--- config.mk ---
export PLATFORM = sky130hd
export DESIGN_NAME = keypad_scan4x4
export DESIGN_NICKNAME = d
export VERILOG_FILES = /design/src/rtl/keypad_pkg.sv /design/src/rtl/keypad_sync2.sv /design/src/rtl/keypad_scan4x4.sv
export SDC_FILE = /design/constraint.sdc
export NUM_CORES = 1
export LEC_CHECK = 0
export ABC_CLOCK_PERIOD_IN_PS = 2300
export CORE_MARGIN = 2
export CORE_UTILIZATION = 25
export CTS_CLUSTER_SIZE = 25
export DETAILED_ROUTE_END_ITERATION = 12
export PLACE_DENSITY = 0.52
export REMOVE_ABC_BUFFERS = 1
export SLEW_MARGIN = 40
export SYNTH_ARGS = -nofsm -noshare
export SYNTH_HDL_FRONTEND = slang
export SYNTH_HIERARCHICAL = 1
export SYNTH_SLANG_ARGS = --single-unit
export TNS_END_PERCENT = 100
--- constraint.sdc ---
create_clock -name clk -period 2.3 [get_ports clk]
set_input_delay 0.46 -clock clk [delete_from_list [all_inputs] [get_ports clk]]
set_output_delay 0.46 -clock clk [all_outputs]
set_load 0.05 [all_outputs]
--- src/rtl/keypad_pkg.sv ---
// Shared definitions for the 4x4 keypad scanner: FSM encodings,
// column idle pattern, key-code layout and counter sizing helpers.
package keypad_pkg;

  localparam logic [1:0] ST_SCAN     = 2'd0;
  localparam logic [1:0] ST_DEBOUNCE = 2'd1;
  localparam logic [1:0] ST_PRESSED  = 2'd2;
  localparam logic [1:0] ST_RELEASE  = 2'd3;

  localparam logic [3:0] COL_IDLE = 4'b1110;

  typedef struct packed {
    logic [1:0] row;
    logic [1:0] col;
  } key_code_t;

  // Bits needed to hold 0..n-1.
  function automatic int cnt_w(input int n);
    return (n < 2) ? 1 : $clog2(n);
  endfunction

  // Lowest-indexed active-low row bit.
  function automatic logic [1:0] first_low(input logic [3:0] r);
    logic [1:0] idx;
    idx = 2'd3;
    if (!r[2]) idx = 2'd2;
    if (!r[1]) idx = 2'd1;
    if (!r[0]) idx = 2'd0;
    return idx;
  endfunction

  function automatic logic [3:0] make_code(
    input logic [1:0] row,
    input logic [1:0] col
  );
    key_code_t k;
    k.row = row;
    k.col = col;
    return k;
  endfunction

endpackage

--- src/rtl/keypad_sync2.sv ---
// Two-flop synchronizer for the asynchronous keypad rows.
// Resets to all-high (no key).
module keypad_sync2 (
  input  logic       clk,
  input  logic       rst,
  input  logic [3:0] d,
  output logic [3:0] q
);

  logic [3:0] meta;

  always_ff @(posedge clk) begin
    if (rst) begin
      meta <= 4'hF;
      q    <= 4'hF;
    end else begin
      meta <= d;
      q    <= meta;
    end
  end

endmodule

--- src/rtl/keypad_scan4x4.sv ---
// 4x4 matrix keypad scanner with press/release debounce.
// Optional auto-repeat when KEYPAD_REPEAT_EN is defined.
module keypad_scan4x4
  import keypad_pkg::*;
#(
  parameter int SCAN_DIV     = 50000,
  parameter int DEBOUNCE_CNT = 500000,
  parameter int REPEAT_DLY   = 25000000,
  parameter int REPEAT_PER   = 5000000
) (
  input  logic       clk,
  input  logic       rst,
  input  logic [3:0] row,
  output logic [3:0] col,
  output logic [3:0] key_code,
  output logic       key_valid,
  output logic       key_held
);

  localparam int DW = cnt_w(SCAN_DIV);
  localparam int BW = cnt_w(DEBOUNCE_CNT);
  localparam logic [DW-1:0] DWELL_LAST = DW'(SCAN_DIV - 1);
  localparam logic [BW-1:0] DB_LAST    = BW'(DEBOUNCE_CNT - 1);

  if (SCAN_DIV < 1 || DEBOUNCE_CNT < 1 ||
      REPEAT_DLY < 1 || REPEAT_PER < 1) begin : g_bad_cfg
    $error("keypad_scan4x4: parameters must be >= 1");
  end

  logic [3:0]    rows_s;
  logic [1:0]    state;
  logic [1:0]    col_idx;
  logic [1:0]    row_idx;
  logic [DW-1:0] dwell;
  logic [BW-1:0] cnt;
  logic          bit_low;
  logic          rpt_fire;

  keypad_sync2 u_sync (
    .clk (clk),
    .rst (rst),
    .d   (row),
    .q   (rows_s)
  );

  assign bit_low = ~rows_s[row_idx];
  assign col     = ~((~COL_IDLE) << col_idx);

`ifdef KEYPAD_REPEAT_EN
  localparam int RMAX = (REPEAT_DLY > REPEAT_PER) ? REPEAT_DLY : REPEAT_PER;
  localparam int RW   = cnt_w(RMAX);
  localparam logic [RW-1:0] DLY_LAST = RW'(REPEAT_DLY - 1);
  localparam logic [RW-1:0] PER_LAST = RW'(REPEAT_PER - 1);

  logic [RW-1:0] rpt;
  logic          rpt_first;

  assign rpt_fire = (state == ST_PRESSED) && bit_low &&
                    (rpt_first ? (rpt >= PER_LAST) : (rpt >= DLY_LAST));

  // Counter lives only while PRESSED; any bounce through RELEASE restarts it.
  always_ff @(posedge clk) begin
    if (rst || state != ST_PRESSED) begin
      rpt       <= '0;
      rpt_first <= 1'b0;
    end else if (rpt_fire) begin
      rpt       <= '0;
      rpt_first <= 1'b1;
    end else begin
      rpt <= rpt + 1'b1;
    end
  end
`else
  assign rpt_fire = 1'b0;
`endif

  always_ff @(posedge clk) begin
    if (rst) begin
      state     <= ST_SCAN;
      col_idx   <= 2'd0;
      row_idx   <= 2'd0;
      dwell     <= '0;
      cnt       <= '0;
      key_code  <= 4'h0;
      key_valid <= 1'b0;
      key_held  <= 1'b0;
    end else begin
      key_valid <= 1'b0;
      unique case (state)
        ST_SCAN: begin
          if (dwell >= DWELL_LAST) begin
            dwell <= '0;
            if (rows_s != 4'hF) begin
              row_idx <= first_low(rows_s);
              cnt     <= '0;
              state   <= ST_DEBOUNCE;
            end else begin
              col_idx <= col_idx + 2'd1;
            end
          end else begin
            dwell <= dwell + 1'b1;
          end
        end
        ST_DEBOUNCE: begin
          if (!bit_low) begin
            cnt     <= '0;
            col_idx <= col_idx + 2'd1;
            state   <= ST_SCAN;
          end else if (cnt >= DB_LAST) begin
            cnt       <= '0;
            key_code  <= make_code(row_idx, col_idx);
            key_valid <= 1'b1;
            key_held  <= 1'b1;
            state     <= ST_PRESSED;
          end else begin
            cnt <= cnt + 1'b1;
          end
        end
        ST_PRESSED: begin
          if (!bit_low) begin
            cnt   <= BW'(1);
            state <= ST_RELEASE;
          end else if (rpt_fire) begin
            key_valid <= 1'b1;
          end
        end
        ST_RELEASE: begin
          if (bit_low) begin
            cnt   <= '0;
            state <= ST_PRESSED;
          end else if (cnt >= DB_LAST) begin
            cnt      <= '0;
            key_held <= 1'b0;
            col_idx  <= col_idx + 2'd1;
            state    <= ST_SCAN;
          end else begin
            cnt <= cnt + 1'b1;
          end
        end
        default: state <= ST_SCAN;
      endcase
    end
  end

endmodule

# [Yosys cells after proc, flatten, opt, wreduce, memory -nomap -nowiden]
# Cells that the tools add are included.
[totals] output_inout_bits=10 reg_bits=55
[classes] shift=1 n_lt_le_gt_ge=3 n_eq_ne=15 addsub=3 reduce_logical=10 muxes=33 bitwise=3
[op_table] cell="$mux 19" n=6
[op_table] cell="$pmux 19 s4" n=1
[op_table] cell="$mux 2" n=14
[op_table] cell="$add 19x1->19 const B" n=1
[op_table] cell="$ge 19x19->1 const B" n=1
[op_table] cell="$ne 2x2->1 const B" n=9
[op_table] cell="$add 16x1->16 const B" n=1
[op_table] cell="$ge 16x16->1 const B" n=1
[op_table] cell="$mux 16" n=1
[op_table] cell="$reduce_and 5->1" n=2
[op_table] cell="$reduce_and 3->1" n=3
[op_table] cell="$pmux 2 s4" n=1
[op_table] cell="$mux 1" n=7
[op_table] cell="$ne 3x3->1 const B" n=2
[op_table] cell="$pmux 2 s3" n=1
[op_table] cell="$reduce_and 6->1" n=1
[op_table] cell="$eq 2x2->1 const B" n=2
[op_table] cell="$ne 4x4->1 const B" n=1
[op_table] cell="$not 4->4" n=1
[op_table] cell="$shl 1x2->4 const A" n=1
[op_table] cell="$lt 2x3->1 const B" n=1
[op_table] cell="$reduce_bool 3->1" n=1
[op_table] cell="$reduce_or 3->1" n=1
[op_table] cell="$add 2x1->2 const B" n=1
[op_table] cell="other kinds (6)" n=7

# [Depth between registers and ports, before layout]
# Gate-level depths: netlist of run 1.
[depth] ltp_word=4 ltp_mapped=10 mapped_depth_nobuf=8

# [By module]
# Netlist of run 1, hierarchy kept.
[modules_own_cells] mod="keypad_scan4x4" seq_area_each_um2=940.9 area_per_inst_um2=2547.4 instances=1 cells_each=296
[modules_own_cells] mod="keypad_sync2" seq_area_each_um2=160.2 area_per_inst_um2=210.2 instances=1 cells_each=16

# [Worst setup path after synthesis of run 1]
# No wires, ideal clock.
[synth_timing] path_kind="reg2reg" start="register state[0]" end="register cnt[18]" path_stages_with_launch=11 arrival_ps=2071 required_time_ps=2183 setup_ps=117 synth_period_minus_slack_ps=2188 slack_ps=112 path_buffers=2 path_cell_list="dfxtp_1 > inv_1 > ha_1 > clkbuf_1 > a21boi_0 > a31o_1 > nor3_4 > nor2_2 > a21oi_2 > buf_4 > nor2_1"
[synth_between] elab_chain_len=3 word_cells_on_any_way=9 classes_between="6 x eq/ne; 1 x mux; 2 x reduce/logical"
[synth_rtl] item="from (decl)" line="keypad_scan4x4.sv:31" rtl="logic [1:0] state;"
[synth_rtl] item="from (signal assigned)" line="keypad_scan4x4.sv:79" rtl="state <= ST_SCAN;"
[synth_rtl] item="from (signal assigned)" line="keypad_scan4x4.sv:96" rtl="state <= ST_DEBOUNCE;"
[synth_rtl] item="from (signal assigned)" line="keypad_scan4x4.sv:108" rtl="state <= ST_SCAN;"
[synth_rtl] item="$eq 2x2->1 / $logic_not 2->1 (equally long branches)" line="keypad_scan4x4.sv:89" rtl="unique case (state)"
[synth_rtl] item="$ne 2x2->1 (no source line)"
[synth_rtl] item="$reduce_and 3->1 (no source line)"
[synth_rtl] item="to (signal assigned)" line="keypad_scan4x4.sv:116" rtl="cnt <= cnt + 1'b1;"
[synth_rtl] item="to (signal assigned)" line="keypad_scan4x4.sv:137" rtl="cnt <= cnt + 1'b1;"
[synth_rtl] item="to (decl)" line="keypad_scan4x4.sv:35" rtl="logic [BW-1:0] cnt;"
# Parallel ways exist; a longest one is shown, timed or not.
# A chain may end at the register's enable or synchronous reset.

# [Worst setup path after layout of run 1]
[layout_timing] start="register col_idx[0]" end="output port col[3]"
[layout_between] elab_chain_len=2
[layout_rtl] item="from (decl)" line="keypad_scan4x4.sv:32" rtl="logic [1:0] col_idx;"
[layout_rtl] item="from (signal assigned)" line="keypad_scan4x4.sv:98" rtl="col_idx <= col_idx + 2'd1;"
[layout_rtl] item="from (signal assigned)" line="keypad_scan4x4.sv:107" rtl="col_idx <= col_idx + 2'd1;"
[layout_rtl] item="from (signal assigned)" line="keypad_scan4x4.sv:134" rtl="col_idx <= col_idx + 2'd1;"
[layout_rtl] item="$shl 1x2->4" line="keypad_scan4x4.sv:47" rtl="assign col = ~((~COL_IDLE) << col_idx);"
[layout_rtl] item="$not 4->4" line="keypad_scan4x4.sv:47"
[layout_rtl] item="to (decl)" line="keypad_scan4x4.sv:14" rtl="output logic [3:0] col,"
# Every way passes these cells.

==> reports/results.ini, run 1 <==
[logic_synthesis]
synth.top_cell.area_share=0.399
syn_avg_cell_area_um2=8.84
yosys.area.top_type=dfxtp_1
synth-edff-count=0
synth_seq_cells=55
seq_area_frac_synth=0.399
yosys-top-cells-count=dfxtp_1, nor2_1, a21oi_1, nand2_1, nand3_1
netlist_area_um2=2760
yosys_warnings=6
ys_types=50
ys.flop_type=dfxtp_1
synth_area_leaders=dfxtp_1, ha_1, nor2_1
synthArstFlopShare=0
synth.most_common_cell=dfxtp_1
syn_inst=312

[die]
dieArea_um2=11900
ios=16
dieWidth_um=109
rows=38
coreArea_um2=10800
start_util=0.256
fp.dieH_um=109

[grt]
gr-usage-all-layers=0.107
grt_pass1_vias=2184
antenna_found_initial=0
grt_overflow=0
grt_pass1_wl_mm=10.4
grt_max_degree=28

[routing]
vias=2292
ant_nets=0
viasPerCell=4.71
post-route-drc-count=0
dr.pass1.iters=4
finalWirelength_mm=5.90
routedWlPerCell_um=12.1
drtIter0Drc=96

[clock_tree]
cts_sinks=55
cts_tree=yes
insertion_delay_ns=0.31
htreeDepth=2
root_buffer=clkbuf_8
cts_made_buffers=5
cts_buffer_depth=2
path_clk_slew_ns=0.10

[worst_setup_path]
endpoint=col[3]
endpoint_kind=output port
arrival_ns=1.74
r2r_slack_ns=0.13
r2r-end=dwell[5]
startpoint=col_idx[0]
path_max_fanout=5
cp_data_required_time_ns=1.84
r2r-start=dwell[1]
startpoint_type=flop
reg2regPathDepth=6
crit_type=flop to output port

[sta]
fin_crit_sh=0.955
finalSetupViolCount=0
skew_ns=0.00645
timing.fmax_mhz=455
timing.hold.ws_ns=0.412
worst_pin_slew_ns=0.520
fin_ws_ns=0.104
fin_crit_ns=2.20
hold_viol_final=0
drv_slew=0
slew_headroom=0.653
rsz0062_at_grt=no

[placed_design]
dp_cells=480
gp_congestion=0.825
dp_slack_ns=0.0214
io_buffers=15
place_area_um2=3200
place.detailed.hpwl_mm=4.23

[run_status]
status=complete, no violations

[hold_path]
hold_path.class=flop to flop

[power]
power_density_nw_per_um2=502
max-vdd-ir-drop_mv=0.245
p_total_uw=1670
power_leakage_uw=0.00127

[final_layout]
drive_above_1_share=0.130
area_growth_syn_to_layout_pct=20.6
nFillCells=1136
final_cells=487
antenna_cells=0
stdcell_area_um2=3320
finalNetCount=364

[run]
maxCapViolations=0

-- cells by family (layout without fill, tap and decap cells) --
logic type,Yosys count,count (layout),synth area share
flops,55,55,0.399
fa+ha+maj,11,11,0.0499
compound gates,53,53,0.133
mux,13,13,0.0535
xor+xnor,19,19,0.0603
simple gates,138,138,0.268
buf+inv,23,58,0.0354
-- stage by stage --
stage	TNS (ns)	utilization
2_1_floorplan	-2.34	-
3_3_place_gp	0	0.296
3_5_place_dp	0	0.296
4_1_cts	0	0.307
5_1_grt	0	0.308
6_report	0	0.308
-- worst max-delay path, stage by stage (launching register included) --
cell	delay, ns
dfxtp_1	0.37
ha_1	0.21
inv_1	0.05
clkdlybuf4s50_1	0.79
-- repair_timing --
action	4_1_cts	5_1_grt
hold buffers	0	0
setup buffers	0	0
endpoints found under the setup margin	14	27
resized for setup	1	6
pin swaps	0	1
-- worst min path at each step --
stage	endpoint	startpoint	slack (ns)	depth (start not counted)
detailed placement	u_sync/q[0]	u_sync/meta[0]	0.39	1
global placement	u_sync/q[1]	u_sync/meta[1]	0.39	1
floorplan	u_sync/q[0]	u_sync/meta[0]	0.38	1
finish	u_sync/q[1]	u_sync/meta[1]	0.41	1
CTS	u_sync/q[0]	u_sync/meta[0]	0.42	1
global route	u_sync/q[0]	u_sync/meta[0]	0.43	1
-- power by group --
part	internal, µW	switching, µW	leakage, µW	total [µW]
clock	320	317	0.0000513	638
sequential	963	8.63	0.000445	971
combinational	29.1	32.3	0.000770	61.5
total	1310	358	0.00127	1670
-- layout by cell type, fill, tap and decap left out, types with 2 or more instances in the layout --
cell type and n:
nand2b_1 4, and2_1 9, mux2i_1 11, nand4_1 14
a311oi_1 2, clkbuf_8 5, or3_1 5, a31oi_1 2
nor2b_1 4, a21o_1 3, buf_4 25, nor3_1 7
a21oi_1 17, or2_1 8, o21ba_2 2, o21ai_0 9
ha_1 10, nand3_1 16, clkdlybuf4s50_1 12, nor2_1 30
xor2_1 12, nor2_2 2, nand2_1 17, dfxtp_1 55
nand3b_1 4, inv_1 12, a21boi_0 2, xnor2_1 7
and3_1 11, o22ai_1 4, or4_1 2
-- layout make-up --
type	count	area [µm²]	share of cell area
inverter	13	48.8	0.0147
multi-input combinational	234	1580	0.475
clock buffer	6	72.6	0.0218
clock inverter	1	30.0	0.00903
timing repair buffer	38	319	0.0960
sequential	55	1100	0.331
tap	140	175	0.0527
-- sequential cells by signal, summed over array words and instances, names as in the netlist, named ones only --
register and count:
u_sync/q 4, dwell 16, key_held 1, u_sync/meta 4, col_idx 2, key_valid 1
row_idx 2, key_code 4, state 1, cnt 19
-- metal layers --
| metal | routed length [µm] | global-route usage |
|---|---|---|
| met3 | 137 | 0.0167 |
| met2 | 2640 | 0.173 |
| met4 | 97 | 0.0385 |
| met5 | 0 | 0 |
| met1 | 3030 | 0.145 |
(Power assumes the default switching activity.)
==> run 2, diff against run 1 <==
--- a/config.mk
+++ b/config.mk
@@ -5,12 +5,13 @@
 export SDC_FILE = /design/constraint.sdc
 export NUM_CORES = 1
 export LEC_CHECK = 0
-export ABC_CLOCK_PERIOD_IN_PS = 2300
+export ABC_CLOCK_PERIOD_IN_PS = 2800
 export CORE_MARGIN = 2
 export CORE_UTILIZATION = 25
 export CTS_CLUSTER_SIZE = 25
 export DETAILED_ROUTE_END_ITERATION = 12
-export PLACE_DENSITY = 0.52
+export DONT_BUFFER_PORTS = 1
+export PLACE_DENSITY = 0.49
 export REMOVE_ABC_BUFFERS = 1
 export SLEW_MARGIN = 40
 export SYNTH_ARGS = -nofsm -noshare
==> constraint.sdc (replaced) <==
create_clock -name clk -period 2.8 [get_ports clk]
set_input_delay 0.56 -clock clk [delete_from_list [all_inputs] [get_ports clk]]
set_output_delay 0.56 -clock clk [all_outputs]
set_load 0.05 [all_outputs]
==> run 2 against run 1 <==
  * Register-to-register slack improved by 0.21 ns
  * Power is 24% lower
  * Clock power down 30%
  * Sequential share of layout area is 3.6 points higher
  * Worst hold slack worse by 0.11 ns
  * Clock skew grew 0.0092 ns
  * Combinational power down 45%
  * Routed wire length down 7.3%
  * First-iteration DRC count is 15% lower
  * Core utilization fell by 3.0 points
  * Global-route usage down 1.0 points
  * Critical path type is now flop to flop
  * Largest power group unchanged
  * Highest routed layer unchanged
==> reports/results.ini, run 2 (synthesis results as in run 1) <==
[run_status]
status=complete, no violations

[power]
power_leakage_uw=0.00110  ; -13%
power_density_nw_per_um2=425  ; -15%
p_sw_uw=294  ; -18%
max-vdd-ir-drop_mv=0.199  ; -19%
power_frac_clock=0.348  ; -0.034
intPower_uw=982  ; -25%
sw_frac_of_total=0.230  ; +0.0157
combinationalPowerShare=0.026  ; -0.011
pwr-share-seq=0.626  ; +0.044

[worst_setup_path]
crit_type=flop to flop
crit_chain=inv_1 -> ha_1 -> a21boi_0 -> a31o_1 -> nor3_4 -> nand2_4 -> or3_1 -> a21oi_1
cp_num_buf_inv=1  ; -1
arrival_ns=2.69  ; +0.95 ns
startpoint_type=flop
cp.depth=8  ; +5
reg2regPathDepth=8  ; +2
endpoint_kind=flop
slowest_delay_ns=0.44  ; -0.35 ns
path_max_fanout=10  ; +5
cp_data_required_time_ns=3.03  ; +1.19 ns
slowest_stage=nor3_4
critPathTopFamily=simple AND/OR/NAND/NOR gates

[final_layout]
stdcell_area_um2=3000  ; -9.8%
antenna_cells=0  ; unchanged
drive_above_1_share=0.0609  ; -0.0688
finalNetCount=329  ; -9.6%
largestRegisters=cnt x19, dwell x16
final_common_cell=dfxtp_1
nFillCells=1140  ; +0.35%
area_growth_syn_to_layout_pct=8.76
fin_util=0.278  ; -0.0301
final_cell_mix=dfxtp_1, nor2_1, nand2_1, a21oi_1, nand3_1
regMostFlops=cnt
largest_reg_flops=19  ; unchanged

[routing]
finalWirelength_mm=5.47  ; -7.3%
post-route-drc-count=0  ; unchanged
routedWlPerCell_um=12.1  ; about the same
ant_nets=0  ; unchanged
drtIter0Drc=82  ; -15%
wl_met3_um=140  ; +2.2%
top_layer=met4
dr.pass1.iters=4  ; unchanged
met2_length_mm=2.46  ; -6.7%
vias=2160  ; -5.8%
viasPerCell=4.78  ; +1.5%
met1_length_mm=2.81  ; -7.1%

[die]
start_util=0.256  ; unchanged
dieArea_um2=11900  ; unchanged
ios=16  ; unchanged
dieWidth_um=109  ; unchanged
fp.dieH_um=109  ; unchanged
rows=38  ; unchanged
coreArea_um2=10800  ; unchanged

[sta]
hold_viol_final=0  ; unchanged
finalSetupViolCount=0  ; unchanged
drv_slew=0  ; unchanged
timing.fmax_mhz=407
worst_pin_slew_ns=0.594  ; +0.0743 ns
rsz0062_at_grt=no
skew_ns=0.0156  ; +0.00918 ns
slew_headroom=0.604  ; -0.0490
setup_tns_ns=0  ; unchanged
fin_crit_sh=0.877
timing.hold.ws_ns=0.304  ; -0.108 ns
fin_crit_ns=2.46

[grt]
grt_pass1_wl_mm=9.36  ; -10%
grt_max_degree=34  ; +21%
grt_pass1_vias=1992  ; -8.8%
antenna_found_initial=0  ; unchanged
gr-usage-all-layers=0.0974  ; -0.0101
grt_overflow=0  ; unchanged

[clock_tree]
root_buffer=clkbuf_8
htreeDepth=2  ; unchanged
cts_sinks=55  ; unchanged
cts_made_buffers=5  ; unchanged
cts_buffer_depth=2  ; unchanged
path_clk_slew_ns=0.10  ; about the same
ctsHoldBuffers=0  ; unchanged
cts_tree=yes
insertion_delay_ns=0.31  ; about the same

[placed_design]
place_area_um2=2910  ; -9.2%
gp_congestion=0.759  ; -8.0%
place.detailed.hpwl_mm=3.90  ; -7.9%
io_buffers=0  ; -15

[hold_path]
holdPathStages=1  ; unchanged
hold_path.class=input port to flop

[run]
maxCapViolations=0  ; unchanged

run 2: power groups by stage:
stage	Combinational (µW)	Sequential [µW]	Clock (µW)
finish	33.6	798	444
global route	38.2	801	493
CTS	33.8	799	467
detailed placement	33.8	817	0
global placement	33.4	817	0
floorplan	26.3	814	0
run 2: final timing paths:
| path | slack, ns | startpoint | endpoint |
|---|---|---|---|
| worst max-delay path | 0.34 | state[0] | cnt[11] |
| worst min-delay path | 0.30 | rst | key_code[1] |
| worst max register to register | 0.34 | state[0] | cnt[11] |
| worst min register to register | 0.41 | u_sync/meta[3] | u_sync/q[3] |
run 2: per-stage QoR:
| stage | setup slack (ns) | cells | total power (µW) |
|---|---|---|---|
| finish | 0.344 | 452 | 1280 |
| global placement | 0.246 | 445 | 850 |
| detailed placement | 0.160 | 445 | 850 |
| floorplan | 0.358 | 302 | 841 |
| CTS | 0.134 | 452 | 1300 |
| global route | 0.132 | 452 | 1330 |
run 2: area by class of cell:
class | count | area, µm² | share of cell area
multi-input cells | 234 | 1570 | 0.522
flip-flops and latches | 55 | 1100 | 0.367
well taps | 140 | 175 | 0.0584
clock buffers | 5 | 68.8 | 0.0229
inverters | 13 | 48.8 | 0.0163
repair buffers | 3 | 22.5 | 0.00751
clock inverters | 2 | 16.3 | 0.00542
run 2: routing by layer:
layer | track usage | vias up
met5 | 0 | -
met4 | 0.0256 | 0
met3 | 0.0233 | 4
met2 | 0.158 | 28
met1 | 0.129 | 1019
li1 | - | 1109
run 2: repair_timing:
item,4_1_cts,5_1_grt
setup endpoints to repair,0,17
setup buffers,0,0
gates resized for setup,0,1
hold endpoints to repair,0,0
